--- config.mk ---
export PLATFORM = sky130hd
export DESIGN_NAME = la_capture_ctrl
export DESIGN_NICKNAME = d
export VERILOG_FILES = /design/src/rtl/la_capture_ctrl.sv
export SDC_FILE = /design/constraint.sdc
export NUM_CORES = 1
export LEC_CHECK = 0
export ABC_AREA = 1
export BUFFER_PORTS_ARGS = -buffer_cell sky130_fd_sc_hd__buf_2
export CAP_MARGIN = 40
export CELL_PAD_IN_SITES_DETAIL_PLACEMENT = 0
export CELL_PAD_IN_SITES_GLOBAL_PLACEMENT = 1
export CORE_MARGIN = 8
export CORE_UTILIZATION = 35
export DETAILED_ROUTE_END_ITERATION = 12
export PLACE_DENSITY = 0.7
export SLEW_MARGIN = 5
export SYNTH_ARGS = -nofsm -noshare
export SYNTH_HDL_FRONTEND = slang
export SYNTH_SLANG_ARGS = --single-unit
--- constraint.sdc ---
create_clock -name clk -period 5.4 [get_ports clk]
set_input_delay 0.81 -clock clk [delete_from_list [all_inputs] [get_ports clk]]
set_output_delay 0.81 -clock clk [all_outputs]
set_load 0.02 [all_outputs]
--- src/rtl/la_capture_ctrl.sv ---
// Capture sequencer for the 4-channel logic analyzer: rate divider, free-run/trigger
// arming, one-frame buffer fill, valid/ack handoff to the renderer, and freeze/hold.
module la_capture_ctrl #(
  parameter int DEPTH    = 128,
  parameter int ADDR_W   = 7,
  parameter int DIV_SLOW = 100000,
  parameter int DIV_FAST = 1000
) (
  input  logic              clk,
  input  logic              rst,
  input  logic [3:0]        logic_in_external,
  input  logic              speed_switch,
  input  logic              mode_select,
  input  logic              freeze_button,
  input  logic              frame_ack,
  output logic              buf_we,
  output logic [ADDR_W-1:0] buf_addr,
  output logic [3:0]        buf_wdata,
  output logic              frame_valid,
  output logic              frozen
);

  localparam int DIV_MAX = (DIV_SLOW > DIV_FAST) ? DIV_SLOW : DIV_FAST;
  localparam int CNT_W   = $clog2(DIV_MAX);
  localparam logic [CNT_W-1:0]  TOP_SLOW  = CNT_W'(DIV_SLOW - 1);
  localparam logic [CNT_W-1:0]  TOP_FAST  = CNT_W'(DIV_FAST - 1);
  localparam logic [ADDR_W-1:0] LAST_ADDR = ADDR_W'(DEPTH - 1);

  typedef enum logic [2:0] {
    ST_ARM,
    ST_WAIT_TRIG,
    ST_CAPTURE,
    ST_HANDOFF,
    ST_HOLD
  } state_t;

  state_t            r_state, w_state_next;
  logic [CNT_W-1:0]  r_cnt;
  logic [3:0]        r_s_q;
  logic              r_fb_q;
  logic              r_spd_q;
  logic              r_prev_ch0, w_prev_next;
  logic [ADDR_W-1:0] r_ptr, w_ptr_next;
  logic              r_we, w_we_next;
  logic [ADDR_W-1:0] r_addr, w_addr_next;
  logic [3:0]        r_wdata, w_wdata_next;
  logic              r_fv, w_fv_next;
  logic              r_frozen;

  logic              w_press;
  logic              w_frozen_next;
  logic              w_spd_chg;
  logic [CNT_W-1:0]  w_top;
  logic              w_tick;

  assign w_press       = freeze_button & ~r_fb_q;
  assign w_frozen_next = r_frozen ^ w_press;
  assign w_spd_chg     = speed_switch ^ r_spd_q;
  assign w_top         = speed_switch ? TOP_FAST : TOP_SLOW;
  // A rate change in the same cycle as a tick wins: no sample is taken.
  assign w_tick        = (r_cnt == w_top) && !w_spd_chg;

  // speed_switch is tracked even in reset so release never looks like a change.
  always_ff @(posedge clk) begin
    r_spd_q <= speed_switch;
  end

  always_ff @(posedge clk) begin
    if (rst) begin
      r_state    <= ST_ARM;
      r_cnt      <= '0;
      r_s_q      <= '0;
      r_fb_q     <= 1'b1;
      r_prev_ch0 <= 1'b0;
      r_ptr      <= '0;
      r_we       <= 1'b0;
      r_addr     <= '0;
      r_wdata    <= '0;
      r_fv       <= 1'b0;
      r_frozen   <= 1'b0;
    end else begin
      r_state    <= w_state_next;
      r_s_q      <= logic_in_external;
      r_fb_q     <= freeze_button;
      r_prev_ch0 <= w_prev_next;
      r_ptr      <= w_ptr_next;
      r_we       <= w_we_next;
      r_addr     <= w_addr_next;
      r_wdata    <= w_wdata_next;
      r_fv       <= w_fv_next;
      r_frozen   <= w_frozen_next;
      if (r_state == ST_ARM || w_spd_chg || w_tick)
        r_cnt <= '0;
      else
        r_cnt <= r_cnt + CNT_W'(1);
    end
  end

  always_comb begin
    w_state_next = r_state;
    w_prev_next  = r_prev_ch0;
    w_ptr_next   = r_ptr;
    w_we_next    = 1'b0;
    w_addr_next  = r_addr;
    w_wdata_next = r_wdata;
    w_fv_next    = 1'b0;
    case (r_state)
      ST_ARM: begin
        w_addr_next = '0;
        w_ptr_next  = '0;
        w_prev_next = r_s_q[0];
        if (w_frozen_next)
          w_state_next = ST_HOLD;
        else if (mode_select)
          w_state_next = ST_WAIT_TRIG;
        else
          w_state_next = ST_CAPTURE;
      end
      ST_WAIT_TRIG: begin
        if (w_spd_chg) begin
          w_state_next = ST_ARM;
        end else if (w_frozen_next) begin
          w_state_next = ST_HOLD;
        end else if (w_tick) begin
          w_prev_next = r_s_q[0];
          // The trigger sample itself becomes buffer entry 0.
          if (r_s_q[0] && !r_prev_ch0) begin
            w_we_next    = 1'b1;
            w_addr_next  = '0;
            w_wdata_next = r_s_q;
            w_ptr_next   = ADDR_W'(1);
            w_state_next = ST_CAPTURE;
          end
        end
      end
      ST_CAPTURE: begin
        if (w_spd_chg) begin
          w_state_next = ST_ARM;
        end else if (w_tick) begin
          w_we_next    = 1'b1;
          w_addr_next  = r_ptr;
          w_wdata_next = r_s_q;
          w_ptr_next   = r_ptr + ADDR_W'(1);
          if (r_ptr == LAST_ADDR)
            w_state_next = ST_HANDOFF;
        end
      end
      ST_HANDOFF: begin
        w_addr_next = '0;
        w_fv_next   = 1'b1;
        // Only an ack seen while valid is visible counts.
        if (r_fv && frame_ack) begin
          w_fv_next    = 1'b0;
          w_state_next = w_frozen_next ? ST_HOLD : ST_ARM;
        end
      end
      ST_HOLD: begin
        if (!r_frozen)
          w_state_next = ST_ARM;
      end
      default: w_state_next = ST_ARM;
    endcase
  end

  assign buf_we      = r_we;
  assign buf_addr    = r_addr;
  assign buf_wdata   = r_wdata;
  assign frame_valid = r_fv;
  assign frozen      = r_frozen;

endmodule

; Word level (Yosys, flattened, before mapping)
; Index checks and enable logic that the tools add are counted.
; Widths: inputs -> output; s select.
[word_totals]
output_inout_bits = 14
regBits = 48
[op_classes]
bitwise_logic = 5
n_reduce_logical = 20
n_eq_ne = 18
n_addsub = 2
mux = 47
[ops]
columns = cell, count
row1 = $mux 7, 12
row2 = $pmux 7 s3, 2
row3 = $mux 3, 11
row4 = $mux 4, 6
row5 = $reduce_and 7->1, 3
row6 = $add 17x1->17 const B, 1
row7 = $eq 17x17->1, 1
row8 = $mux 17, 1
row9 = $ne 2x2->1 const B, 8
row10 = $pmux 3 s5, 1
row11 = $mux 1, 10
row12 = $ne 4x4->1 const B, 2
row13 = $pmux 4 s2, 1
row14 = $add 7x1->7 const B, 1
row15 = $eq 7x7->1 const B, 1
row16 = $eq 3x2->1 const B, 2
row17 = $ne 3x3->1 const B, 2
row18 = $reduce_and 6->1, 1
row19 = $reduce_bool 3->1, 2
row20 = $reduce_or 2->1, 3
row21 = $pmux 1 s2, 2
row22 = $reduce_and 4->1, 1
row23 = $reduce_bool 2->1, 2
row24 = $eq 3x1->1 const B, 1
row25 = 9 further kinds, 15

; Depth between registers and ports, before layout
[depth]
depth_word = 7
depth_mapped = 13
ltp_nobuf = 12

; Worst setup path after synthesis
; Ideal clock, no wire load.
[synth_path]
path_type = input to register
from = input freeze_button
to = register r_addr[3], in the netlist buf_addr[3]
arrival_ns = 2.041
stages = 10
n_path_buf = 1
setup_slack_ns = 3.246
setup_ns = 0.113
path_cell_list = nand2_1 > xor2_1 > nand2_1 > o21ai_4 > nand2_2 > nor2_4 > buf_4 > nand2_1 > nand2_1 > nor2_1
[synth_between]
elab_chain_cells = 4
[synth_lines]
columns = item, line_no
row1 = "start, declared", 14  ; input logic freeze_button,
row2 = $and 1x1->1, 56  ; assign w_press = freeze_button & ~r_fb_q;
row3 = $xor 1x1->1, 57  ; assign w_frozen_next = r_frozen ^ w_press;
row4 = $ne 2x2->1 (no source line), --
row5 = $reduce_and 7->1 (no source line), --
row6 = "end signal, assigned", 88  ; r_addr <= w_addr_next;
row7 = "end, declared", 45  ; logic [ADDR_W-1:0] r_addr, w_addr_next;
; Every way passes these cells.
; A chain may end at the register's enable or synchronous reset.

; Worst setup path in the final report
[layout_path]
from = input rst
to = register r_cnt[14]
[layout_between]
elab_chain_cells = 1
[layout_lines]
columns = item, line_no
row1 = "start, declared", 10  ; input logic rst,
row2 = $reduce_or 2->1 (no source line), --
row3 = "end signal, assigned", 95  ; r_cnt <= r_cnt + CNT_W'(1);
row4 = "end, declared", 38  ; logic [CNT_W-1:0] r_cnt;
; Every way passes these cells.

==> results.md <==
CTS:
- The clock insertion delay at the later pin of the skew report is around 0.3 ns.
- In this run the clock root is driven by a clkbuf_8.
- The number of CTS-inserted buffers is 5.
- The longest clock path from root to sink contains 2 buffers.
- Once the clock tree was built, the resizer swapped 0 gates to a different size.
- The TritonCTS sink count is 48.
- The number of setup buffers added after CTS is 0.
- The H-tree was split into 2 levels.
- TritonCTS built the clock tree.
- The total of hold buffers inserted after clock tree synthesis is 0.
- The clock transition at the registers of the reported paths is 0.08 ns.

Route:
- For this block, the routed nets add up to around 4.8 mm of wire.
- The iteration-0 DRC count of the detailed router is 71.
- The final route contains roughly 2.0k vias.
- The detail route stage leaves a number of antenna-violating nets equal to 0.
- The DRC violation count after routing is 0.
- The detailed-router iteration count before antenna repair is 4.
- The mean routed wirelength per cell is 10.9 microns.
- The routed via count divided by cell count is 4.60.

Logic synthesis:
- Synthesis produced a netlist with a net count of 350.
- By count the netlist is led by nand2_1 (85), nor2_1 (73), dfxtp_1 (48).
- Synthesis produced 338 cells.
- The average cell area after synthesis is 6.87 sq um.
- In the post-synthesis netlist, the cell with the most instances is nand2_1.
- After synthesis, the netlist uses 35 different library cells.
- The most common flop cell mapped by yosys is dfxtp_1.
- The number of enable-type register cells in the synthesized netlist is 0.
- The portion of synthesized cell area occupied by the leading cell type is 0.414.
- In this run the cell area of the synthesized design comes to around 2300 sq um.
- During synthesis, Yosys emitted a total of 0 warnings.
- By area the synthesized netlist is led by dfxtp_1 (41%), nand2_1 (14%), nor2_1 (12%).
- The post-synthesis register bit count is 48.
- The post-synthesis cell type with the largest combined area is dfxtp_1.
- For this run, the register share of the synthesized area comes to 0.414.
- In the synthesized netlist the async set-or-reset flop fraction comes to 0.

Setup path:
- The class of the most critical setup path is input port to flip-flop.
- The startpoint of the most critical register-to-register path is r_cnt[0]$_SDFF_PP0_.
- For the worst setup path, the data required time is 5.64 ns.
- For the worst setup path, the data arrival time is 2.72 ns.
- The maximum net fanout on the critical path is 20.
- The startpoint type of the worst setup path is an input port.
- Tracing the worst setup path back leads to its startpoint at rst.
- The endpoint class of the critical path is a flip-flop.

Die:
- The die covers approximately 9500 sq um.
- The height of the chip is 97.5 microns.
- The I/O pin total is 24.
- The initial utilization of the core area, before any placement, comes to 0.364.
- The region available for standard cell placement spans 6390 sq um.
- Measured along the x axis, the die boundary spans 97.5 microns.
- The site row count is 29.

Place:
- The count of input and output buffers is 23.
- The total half-perimeter wirelength after legalization and detailed placement is 3.57 mm.
- The routability-driven placement congestion ratio is 0.739.
- The worst-case setup slack after placement is 2.53 ns.

Layout:
- The layout has between 700 and 800 filler cells.
- The layout overhead on the synthesized area is 11.6%.
- Once layout is complete, the utilization of the core stands at 0.406.
- The fraction of final layout cells with drive strength greater than 1 is 0.129.
- The number of diodes is 0.
- The total area of multi-input combinational cells is between 1000 and 1500 sq um.
- The combined flip-flop and latch cell area is 961 sq um.
- In the final design database the tool counted 375 nets.

Timing:
- The highest clock frequency the design can meet is about 0.40 GHz.
- The tightest slew margin relative to the limit is 0.506.
- The number of slew-limit violations in the final report came to 0.
- Setup repair after global routing left no endpoint under its margin.
- The final worst hold slack is 0.464 ns.
- The hold violation total from the final report came to 0.
- In the final timing run, aggregate negative setup slack is 0 ns.
- The worst-case clock skew is 0.00579 ns.
- The shortest period the worst path allows is 2.48 ns.
- At the pin with the least slew margin, the transition time is 0.739 ns.
- Setup violations remaining at the end of the flow were counted as 0.
- The smallest setup slack after layout is 2.92 ns.
- Of the available clock period, the critical path in the final layout requires 0.459.

Global routing:
- The wire length of the first global-routing pass is 8.34 mm.
- The global route total overflow is 0.
- The global-route usage over all layers is 0.104.
- The number of global-route vias before repair came to ~1.9k.
- The pin count of the biggest net entering global routing is 21.
- The initial antenna violation count came to 0.

Outcome:
- The run finished with clean final reports.

Worst hold path:
- In this run the worst hold path is classified as flip-flop to flip-flop.
- The origin of the worst min-delay path is r_cnt[0]$_SDFF_PP0_.

Pwr:
- The worst-case vdd ir drop is ~0.19 mV.
- In this run the power density over the cells is 458 nW/um^2.
- The leakage power of the design is 1.14 nW.

Flow run:
- The number of max-capacitance violations reported is 0.
==> final timing paths <==
check                           slack (ns)  cells after the start                   end
worst max register to register        3.23                      9  r_cnt[14]$_SDFF_PP0_
worst min register to register        0.46                      1   r_cnt[0]$_SDFF_PP0_
worst min-delay path                  0.46                      1   r_cnt[0]$_SDFF_PP0_
worst max-delay path                  2.92                      5  r_cnt[14]$_SDFF_PP0_
==> report_power, final <==
part / switching [W] / internal, W / total [W]
logic: 0.000357 / 0.000171 / 0.000528
registers: 0.0000428 / 0.000414 / 0.000457
clock network: 0.000114 / 0.0000883 / 0.000202
==> sequential cells by signal, summed over array words and instances, names as in the netlist <==
name / count
buf_wdata: 4
r_cnt: 17
r_spd_q: 1
r_fb_q: 1
buf_addr: 7
r_ptr: 7
buf_we: 1
frame_valid: 1
r_state: 3
r_prev_ch0: 1
frozen: 1
r_s_q: 4
==> placed cells by master, fill, tap and decap left out, drive strengths merged <==
master,synthesis,layout
o21a,1,1
xnor2,2,2
nand3,17,17
clkinv,0,1
nand3b,2,2
clkbuf,3,6
dfxtp,48,48
nor3,12,12
o21ai,8,8
buf,3,24
inv,43,43
ha,2,2
xor2,6,6
nand4,7,7
a211oi,2,2
a31oi,2,2
a32oi,1,1
nand2,87,87
o21bai,1,1
nor3b,4,4
nor2,75,75
a41oi,1,1
or2,2,2
a21oi,9,9
==> cell families after synthesis <==
kind of cell / count (synthesis) / synth area share
adder cells (fa/ha/maj): 2 / 0.0108
flip-flops: 48 / 0.414
buffers and inverters: 49 / 0.0813
AND/OR/NAND/NOR: 206 / 0.389
AO/OA/AOI/OAI: 25 / 0.0722
XOR/XNOR: 8 / 0.0334
==> stage by stage <==
stage,power (W),instances,area [sq um]
4_1_cts,0.00121,440,2590
5_1_grt,0.00132,440,2590
6_report,0.00119,440,2590
2_1_floorplan,0.000886,338,2320
3_5_place_dp,0.00100,433,2510
3_3_place_gp,0.000992,432,2510
==> critical path, cell delays in order <==
cell	delay, ns
buf_2	0.17
inv_1	0.50
nand4_1	0.75
a21oi_1	0.33
o21a_1	0.15
==> layout make-up <==
type / count / area share
clock buffer: 6 / 0.0280
multi-input combinational: 241 / 0.453
clock inverter: 1 / 0.00193
tap: 77 / 0.0372
sequential: 48 / 0.371
inverter: 43 / 0.0623
timing repair buffer: 24 / 0.0473
==> per-layer routing <==
metal / vias up / global-route usage / wire length [microns]
met3: 4 / 0.0313 / 186
met1: 886 / 0.115 / 2290
met4: 0 / 0.0420 / 61
met5: - / 0 / 0
li1: 1109 / - / -
met2: 24 / 0.180 / 2250
Power figures use the tool's default switching activity.
